<file path="config.mk">
export PLATFORM = sky130hd
export DESIGN_NAME = bus_arbiter
export DESIGN_NICKNAME = d
export VERILOG_FILES = /design/src/rtl/bus_arbiter.sv
export SDC_FILE = /design/constraint.sdc
export NUM_CORES = 1
export LEC_CHECK = 0
export CAP_MARGIN = 20
export CORE_UTILIZATION = 45
export CTS_CLUSTER_SIZE = 25
export DETAILED_ROUTE_END_ITERATION = 7
export PLACE_DENSITY = 0.7
export SLEW_MARGIN = 20
export SYNTH_ARGS = -nofsm -noshare
export SYNTH_HDL_FRONTEND = slang
export SYNTH_SLANG_ARGS = --single-unit
</file>
<file path="constraint.sdc">
create_clock -name CLK -period 1.95 [get_ports CLK]
set_input_delay 0.39 -clock CLK [delete_from_list [all_inputs] [get_ports CLK]]
set_output_delay 0.39 -clock CLK [all_outputs]
set_load 0.05 [all_outputs]
</file>
<file path="src/rtl/bus_arbiter.sv">
// Central bus arbiter: one-hot grant, burst-bounded unlocked ownership, locked sequences, RETRY/SPLIT release.
// Optional macro ARB_ROUND_ROBIN_EN selects rotating-pointer winner selection; otherwise the lowest index wins.
module bus_arbiter #(
  parameter int NUM_MASTERS = 3,
  parameter int MAX_BURST   = 4,
  parameter int MW          = $clog2(NUM_MASTERS)
) (
  input  logic                   CLK,
  input  logic                   RST,
  input  logic [NUM_MASTERS-1:0] HREQ,
  input  logic [NUM_MASTERS-1:0] HLOCK,
  input  logic                   HREADY,
  input  logic [1:0]             HRESP,
  output logic [NUM_MASTERS-1:0] HGRANT,
  output logic [MW-1:0]          HMASTER,
  output logic                   HMASTLOCK
);

  localparam int CW = (MAX_BURST > 1) ? $clog2(MAX_BURST) : 1;

  typedef enum logic [1:0] {IDLE, OWNED, LOCKED} state_t;

  state_t                 state_q, state_d;
  logic [CW-1:0]          cnt_q, cnt_d;
  logic [MW-1:0]          owner_d;
  logic [NUM_MASTERS-1:0] gnt_d;
  logic                   lock_d;
  logic                   take;
  logic [MW-1:0]          take_idx;

  logic [NUM_MASTERS-1:0] own_oh, others, eff_lock;
  logic                   own_req, own_lock, release_bus;
  logic [MW:0]            win_any, win_oth;

`ifdef ARB_ROUND_ROBIN_EN
  logic [MW-1:0] ptr_q, ptr_d;

  // Search starts just after the pointer and wraps; the pointer itself is visited last.
  function automatic logic [MW:0] pick(input logic [NUM_MASTERS-1:0] cand, input logic [MW-1:0] ptr);
    logic [MW:0] r;
    int          idx;
    r = '0;
    for (int k = NUM_MASTERS; k >= 1; k--) begin
      idx = int'(ptr) + k;
      if (idx >= NUM_MASTERS) idx = idx - NUM_MASTERS;
      if (cand[idx]) r = {1'b1, MW'(idx)};
    end
    return r;
  endfunction

  assign win_any = pick(HREQ, ptr_q);
  assign win_oth = pick(others, ptr_q);
`else
  function automatic logic [MW:0] pick(input logic [NUM_MASTERS-1:0] cand);
    logic [MW:0] r;
    r = '0;
    for (int i = NUM_MASTERS - 1; i >= 0; i--) begin
      if (cand[i]) r = {1'b1, MW'(i)};
    end
    return r;
  endfunction

  assign win_any = pick(HREQ);
  assign win_oth = pick(others);
`endif

  assign own_oh      = NUM_MASTERS'(1) << HMASTER;
  assign others      = HREQ & ~own_oh;
  assign eff_lock    = HLOCK & HREQ;
  assign own_req     = |(HREQ & own_oh);
  assign own_lock    = |(eff_lock & own_oh);
  assign release_bus = HREADY && ((HRESP == 2'b10) || (HRESP == 2'b11));

  always_ff @(posedge CLK or posedge RST) begin
    if (RST) begin
      state_q   <= IDLE;
      cnt_q     <= '0;
      HGRANT    <= '0;
      HMASTER   <= '0;
      HMASTLOCK <= 1'b0;
`ifdef ARB_ROUND_ROBIN_EN
      ptr_q     <= MW'(NUM_MASTERS - 1);
`endif
    end else begin
      state_q   <= state_d;
      cnt_q     <= cnt_d;
      HGRANT    <= gnt_d;
      HMASTER   <= owner_d;
      HMASTLOCK <= lock_d;
`ifdef ARB_ROUND_ROBIN_EN
      ptr_q     <= ptr_d;
`endif
    end
  end

  always_comb begin
    state_d  = state_q;
    cnt_d    = cnt_q;
    owner_d  = HMASTER;
    take     = 1'b0;
    take_idx = win_any[MW-1:0];
`ifdef ARB_ROUND_ROBIN_EN
    ptr_d    = ptr_q;
`endif
    case (state_q)
      IDLE: take = win_any[MW];
      default: begin
        if (HREADY) begin
          // Release (owner dropped or RETRY/SPLIT) hands over directly, skipping IDLE when someone waits.
          if (release_bus || !own_req) begin
            take     = win_oth[MW];
            take_idx = win_oth[MW-1:0];
            if (!win_oth[MW]) begin
              state_d = IDLE;
              cnt_d   = '0;
            end
          end else if (state_q == LOCKED) begin
            if (!own_lock) state_d = OWNED;
            cnt_d = '0;
          end else if (own_lock) begin
            state_d = LOCKED;
            cnt_d   = '0;
          end else if (!win_oth[MW]) begin
            cnt_d = '0;
          end else if (cnt_q == CW'(MAX_BURST - 1)) begin
            take     = 1'b1;
            take_idx = win_oth[MW-1:0];
          end else begin
            cnt_d = cnt_q + CW'(1);
          end
        end
      end
    endcase
    if (take) begin
      state_d = |(eff_lock & (NUM_MASTERS'(1) << take_idx)) ? LOCKED : OWNED;
      owner_d = take_idx;
      cnt_d   = '0;
`ifdef ARB_ROUND_ROBIN_EN
      ptr_d   = take_idx;
`endif
    end
  end

  always_comb begin
    gnt_d  = '0;
    if (state_d != IDLE) gnt_d = NUM_MASTERS'(1) << owner_d;
    lock_d = (state_d == LOCKED);
  end

endmodule

</file>
==> out/summary.txt, run 1 <==
Syn nets: 103
Filler cells: 103
RSZ-0062 raised after global routing: true
Via count: 997
# IOs: 17
Gate power share: 74.0%
Final Hold Fails: 0
Commonest non-fill, non-tap cells in the layout: 42 x buf_4, 8 x dfrtp_1, 8 x nand2_1, 8 x clkdlybuf4s50_1
CP Launch Type: flop
Final setup violating endpoints: 10
Routability cong.: 0.818
First-pass GRT wire length: 4550 um
Slew Limit Headroom: 65.6%
Area leader, netlist: dfrtp_1
Bufs and invs on worst path: 0
Crit path max-delay family: simple AND/OR/NAND/NOR gates
Worst path required time: 2.10 ns
CP Cell Sequence: and4b_2, nor3_4, nand4_4, a211oi_4, mux2i_2, o21bai_2, a22o_1
Std cell rows: 15
Fin Hold WS: 0.378 ns
Avg WL per Cell: 18.2 um
CTS root buffer: clkbuf_4
Post-synthesis sequential area ratio: 28.6%
Switch share: 46.6%
Nets: 161
Minimum clock period: 2.25 ns
Power per cell area: 1390 mW/mm^2
Vias in the first global route: 978
Type of the worst setup path: reg2reg
Switching power total: 0.954 mW
Post-Syn Area: 875 sq um
Reg power frac: 18.5%
Design area: 0.00147 sq mm
Buffers on Ports: 15
DRC: 0
Initial antenna violation count: 0
Critical path's slowest cell: dfrtp_2
Drt pass-1 iters: 4
Biggest cell delay along the critical path: 0.46 ns
Internal power: 1.09 mW
Status: complete, but fails checks
Detailed Route Iter0 Violations: 29
Highest metal used: met4
Die Width: 46.1 um
Worst-Skew Late Latency: 0.28 ns
Slew Limit Fails: 0
Synthesized instance count: 91
Detail Route Antenna Nets: 0
CTS tree: done
GRT Util Overall: 31.6%
Final worst setup slack: -0.297 ns
Failing checks: setup timing
Most common cell after layout, fill and taps aside: buf_4
Placement Cell Area: 0.00121 sq mm
Final core utilization: 82.4%
Fraction of layout cells with a size suffix above 1: 55.4%
Synth warn: 0
Least-Margin Pin Slew: 0.515 ns
CTS sink count: 10
Yosys top cell area share: 28.6%
DP Wirelength: 1720 um
Hold/Removal Path Class: in2async
Largest net degree at the start of global routing: 11
Fmax: 445 MHz
Post-synth ARST share: 100%
Dominant cells by area after synthesis: dfrtp_1 29%, nand2_1 3.4%, a221oi_4 3.0%
Wire length on met2: 1590 um
Num CTS Buffers: 3
CP endpoint kind: flop
Area delta synth->final: 68.0%
WL met1: 1220 um
Fin crit share: 115%
Yosys cell types: 50
Core ar.: 0.00178 sq mm
Main flop type after synthesis: dfrtp_1
Initial Util: 49.1%
Die area: 0.00212 sq mm
Mean Syn Cell Area: 9.61 sq um
Setup Skew: 0.00973 ns
Post-synth EDFFs: 0
Max cap viols: 0
CTS H-Tree Depth: 1
Drt total wl: 3150 um
Grt ovf: 0
VDD IR max: 975 uV
Crit-path max FO: 6
Number of synthesized register bits: 10
Final setup TNS: -1.77 ns
Leak pwr: 0.653 nW
Detail Route met3 WL: 209 um
Die H: 46.1 um
Clock share of power: 7.5%
Vias/cell: 5.76
Clock-pin slew on the worst setup and hold paths: 0.07 ns
CTS max path bufs: 2
Worst Path Arrival: 2.40 ns
Diodes inserted: 0
-- cell usage after synthesis (2+ instances only) --
cell        n
a211oi_2    2
a21oi_1     5
a22o_1      2
a22oi_1     2
and4b_1     2
buf_4       2
buf_6       2
dfrtp_1    10
inv_1       4
nand2_1     8
nand3_1     2
nor2_1      4
nor3_1      3
nor3b_2     2
o21a_1      2
o21ai_0     2
o21ai_1     3
o2bb2ai_1   2
-- routing by layer --
layer	global-route usage, %	up-vias
met3	8.63	12
li1	-	459
met2	53.5	39
met5	0	-
met4	15.3	0
met1	36.4	487
-- cell families (layout without fill, tap and decap cells) --
logic type / after synthesis / in the layout / synth area share (%)
multiplexers: 4 / 4 / 6.72
AO/OA/AOI/OAI: 31 / 31 / 28.5
flip-flops: 10 / 10 / 28.6
adder cells (fa/ha/maj): 1 / 1 / 1.43
buffers and inverters: 10 / 67 / 7.01
AND/OR/NAND/NOR: 35 / 35 / 27.8
-- stage by stage --
stage | std cells | setup WS, ns | power, mW
5_1_grt | 173 | -0.355 | 2.13
4_1_cts | 171 | -0.162 | 1.92
2_1_floorplan | 91 | -0.145 | 1.15
3_5_place_dp | 152 | -0.712 | 1.56
6_report | 173 | -0.297 | 2.05
3_3_place_gp | 152 | -0.709 | 1.53
-- area by class of cell --
class / instances / area, sq um / area share, %
multi-input cells: 71 / 668 / 45.5
repair buffers: 58 / 472 / 32.1
flip-flops and latches: 10 / 253 / 17.2
well taps: 25 / 31.3 / 2.13
clock buffers: 4 / 26.3 / 1.79
inverters: 5 / 18.8 / 1.28
-- path summary, 6_finish.rpt --
kind / startpoint / end / slack, ns / cells after the start
min reg2reg: cnt_q[0] / cnt_q[0] / 0.50 / 1
max in group asynchronous: RST / HMASTER[0] / 1.29 / 2
min in group CLK: cnt_q[0] / cnt_q[0] / 0.50 / 1
max reg2reg: HMASTER[1] / state_q[0] / -0.30 / 7
max: HMASTER[1] / state_q[0] / -0.30 / 7
min: RST / HGRANT[2] / 0.38 / 2
-- power by group through the flow --
stage	Sequential, mW	Clock (mW)	Combinational, mW
2_1_floorplan	0.544	0	0.609
3_3_place_gp	0.397	0	1.14
3_5_place_dp	0.400	0	1.16
4_1_cts	0.372	0.156	1.39
5_1_grt	0.382	0.162	1.58
6_report	0.379	0.154	1.51
-- registers in the layout, indices dropped and copies added, names as in the netlist --
register / flops
HGRANT: 3
cnt_q: 2
HMASTLOCK: 1
state_q: 2
HMASTER: 2
-- worst reg2reg max path, stage by stage, from the launching register on --
cell      delay (ns)
dfrtp_2         0.46
and4b_2         0.30
nor3_4          0.26
nand4_4         0.17
a211oi_4        0.29
mux2i_2         0.29
o21bai_2        0.11
a22o_1          0.24
-- repair_timing --
item,4_1_cts,5_1_grt
pin swaps,9,4
endpoints found under the setup margin,10,10
buffers inserted,15,2
hold buffers,0,0
resized for setup,24,6
(Power assumes the default switching activity.)
==> run 2: changes to the inputs <==
--- a/config.mk
+++ b/config.mk
@@ -9,7 +9,7 @@
 export CORE_UTILIZATION = 45
 export CTS_CLUSTER_SIZE = 25
 export DETAILED_ROUTE_END_ITERATION = 7
-export PLACE_DENSITY = 0.7
+export PLACE_DENSITY_LB_ADDON = 0.25
 export SLEW_MARGIN = 20
 export SYNTH_ARGS = -nofsm -noshare
 export SYNTH_HDL_FRONTEND = slang
==> out/summary.txt, run 2 (synthesis gave the netlist of run 1 again) <==
Status: complete, but fails checks
Failing checks: setup timing
Initial Util: 49.1% (unchanged)
CTS H-Tree Depth: 1 (unchanged)
Buffers on Ports: 15 (unchanged)
Biggest cell delay along the critical path: 0.49 ns (+0.03 ns)
Nets: 156 (-3.1%)
Clock-pin slew on the worst setup and hold paths: 0.06 ns (about the same)
Die Width: 46.1 um (unchanged)
Max cap viols: 0 (unchanged)
Final Hold Fails: 0 (unchanged)
Detail Route Antenna Nets: 0 (unchanged)
Hold/Removal Path Class: in2async
Fraction of layout cells with a size suffix above 1: 54.5% (-0.86 points)
Initial antenna violation count: 0 (unchanged)
RSZ-0062 raised after global routing: true
Setup Skew: 0.00329 ns (-0.00644 ns)
Minimum clock period: 2.17 ns (-0.0751 ns)
Fin cells: 168 (-2.9%)
CTS root buffer: clkbuf_4
Leak pwr: 0.621 nW (-4.9%)
First-pass GRT wire length: 3990 um (-12%)
Drt total wl: 2890 um (-8.4%)
CP Cell Sequence: clkdlybuf4s50_1, buf_4, o21ai_1, or3_4, o21ai_1, o21a_1, a21oi_2, a22o_1
Type of the worst setup path: in2reg
Worst-Skew Late Latency: 0.26 ns (-0.02 ns)
Die H: 46.1 um (unchanged)
Drt pass-1 iters: 4 (unchanged)
Max reg flops: 3 (unchanged)
Num CTS Buffers: 3 (unchanged)
Grt ovf: 0 (unchanged)
Diodes inserted: 0 (unchanged)
Crit-path max FO: 5 (-1)
Cells after DPL: 153 (+0.66%)
Vias in the first global route: 900 (-8.0%)
Die area: 0.00212 sq mm (unchanged)
CP endpoint kind: flop
Area delta synth->final: 63.9%
Commonest non-fill, non-tap cells in the layout: 38 x buf_4, 8 x dfrtp_1, 8 x nand2_1, 8 x clkdlybuf4s50_1, 5 x dlygate4sd2_1
Slew Limit Fails: 0 (unchanged)
Routability cong.: 0.881 (+7.6%)
Core ar.: 0.00178 sq mm (unchanged)
Fin crit share: 111% (-3.8 points)
DP Wirelength: 1700 um (-1.3%)
Avg WL per Cell: 17.2 um (-5.6%)
VDD IR max: 1090 uV (+12%)
CP Launch Type: primary input
Largest Register: HGRANT
Critical path's slowest cell: clkdlybuf4s50_1
Power per cell area: 1420 mW/mm^2 (+1.7%)
Filler cells: 99 (-3.9%)
CTS max path bufs: 2 (unchanged)
Fmax: 460 MHz (+3.5%)
Pwr Total: 2.03 mW (-0.73%)
GRT Util Overall: 26.9% (-4.7 points)
CTS sink count: 10 (unchanged)
Vias/cell: 5.82 (+1.0%)
DRC: 0 (unchanged)
# IOs: 17 (unchanged)
Largest net degree at the start of global routing: 12 (+1)
CTS tree: done
Final worst setup slack: -0.222 ns (+0.0751 ns)
Final setup violating endpoints: 8 (-2)
Least-Margin Pin Slew: 0.516 ns (+0.000636 ns)
Final setup TNS: -1.09 ns (+0.689 ns)
Worst Path Arrival: 2.31 ns (-0.09 ns)
Slew Limit Headroom: 65.5% (about the same)
Std cell rows: 15 (unchanged)
Most common cell after layout, fill and taps aside: buf_4
Critical Path Most Common Cell: o21ai_1
Worst path required time: 2.09 ns (about the same)
Via count: 978 (-1.9%)
Detailed Route Iter0 Violations: 25 (-14%)
==> run 2: changes by cell type in the layout (fill, tap and decap cells not counted), moves of 2 or more <==
cell	before	now
a21oi_4	2	0
dlygate4sd2_1	3	5
a21oi_2	0	3
buf_4	42	38
==> run 2: path summary, 6_finish.rpt <==
check	from	to	slack [ns]	cells after the start
max	HREADY	state_q[0]	-0.22	8
min	RST	HGRANT[2]	0.40	2
max reg2reg	HMASTER[0]	state_q[0]	-0.21	8
min reg2reg	cnt_q[1]	cnt_q[1]	0.52	1
max in group asynchronous	RST	HMASTER[1]	1.27	2
min in group CLK	cnt_q[1]	cnt_q[1]	0.52	1
==> run 2: critical path, delay by kind of cell <==
kind,cells,cell delay [ns]
simple gates,1,0.42
compound gates,5,0.86
buf+inv,2,0.64
==> run 2: metrics by stage <==
stage                     hold slack [ns]  setup slack [ns]  utilization, %  instance area [sq um]
after floorplan                     0.230            -0.145               -                    888
after global placement              0.505            -0.598            68.5                   1220
after detailed placement            0.505            -0.617            68.5                   1220
after CTS                           0.405            -0.145            75.4                   1350
after global routing                0.452            -0.306            80.4                   1430
final                               0.399            -0.222            80.4                   1430
==> run 2: area by class of cell <==
cell class | count | area [sq um] | area share, %
inverter | 5 | 18.8 | 1.31
sequential | 10 | 253 | 17.6
clock buffer | 4 | 26.3 | 1.83
multi-input combinational | 71 | 673 | 46.9
timing repair buffer | 53 | 432 | 30.1
tap | 25 | 31.3 | 2.18
==> run 2: timing repair <==
item	4_1_cts	5_1_grt
gates resized for setup	17	11
buffers inserted	6	5
hold endpoints to repair	0	0
hold buffers	0	0
setup endpoints to repair	10	9
pin swaps	3	5
==> run 2: report_power, final <==
group	total [mW]	switching [mW]	internal, mW
Clock	0.145	0.0659	0.0789
Combinational	1.52	0.797	0.725
Sequential	0.364	0.0679	0.296
==> run 2: layer usage <==
metal  up-vias  wire length, um  track usage (%)
met5         -                0                0
met4         0               19             5.88
met3         4              163             7.45
met1       483             1200             34.1
li1        451                -                -
met2        40             1500             45.4
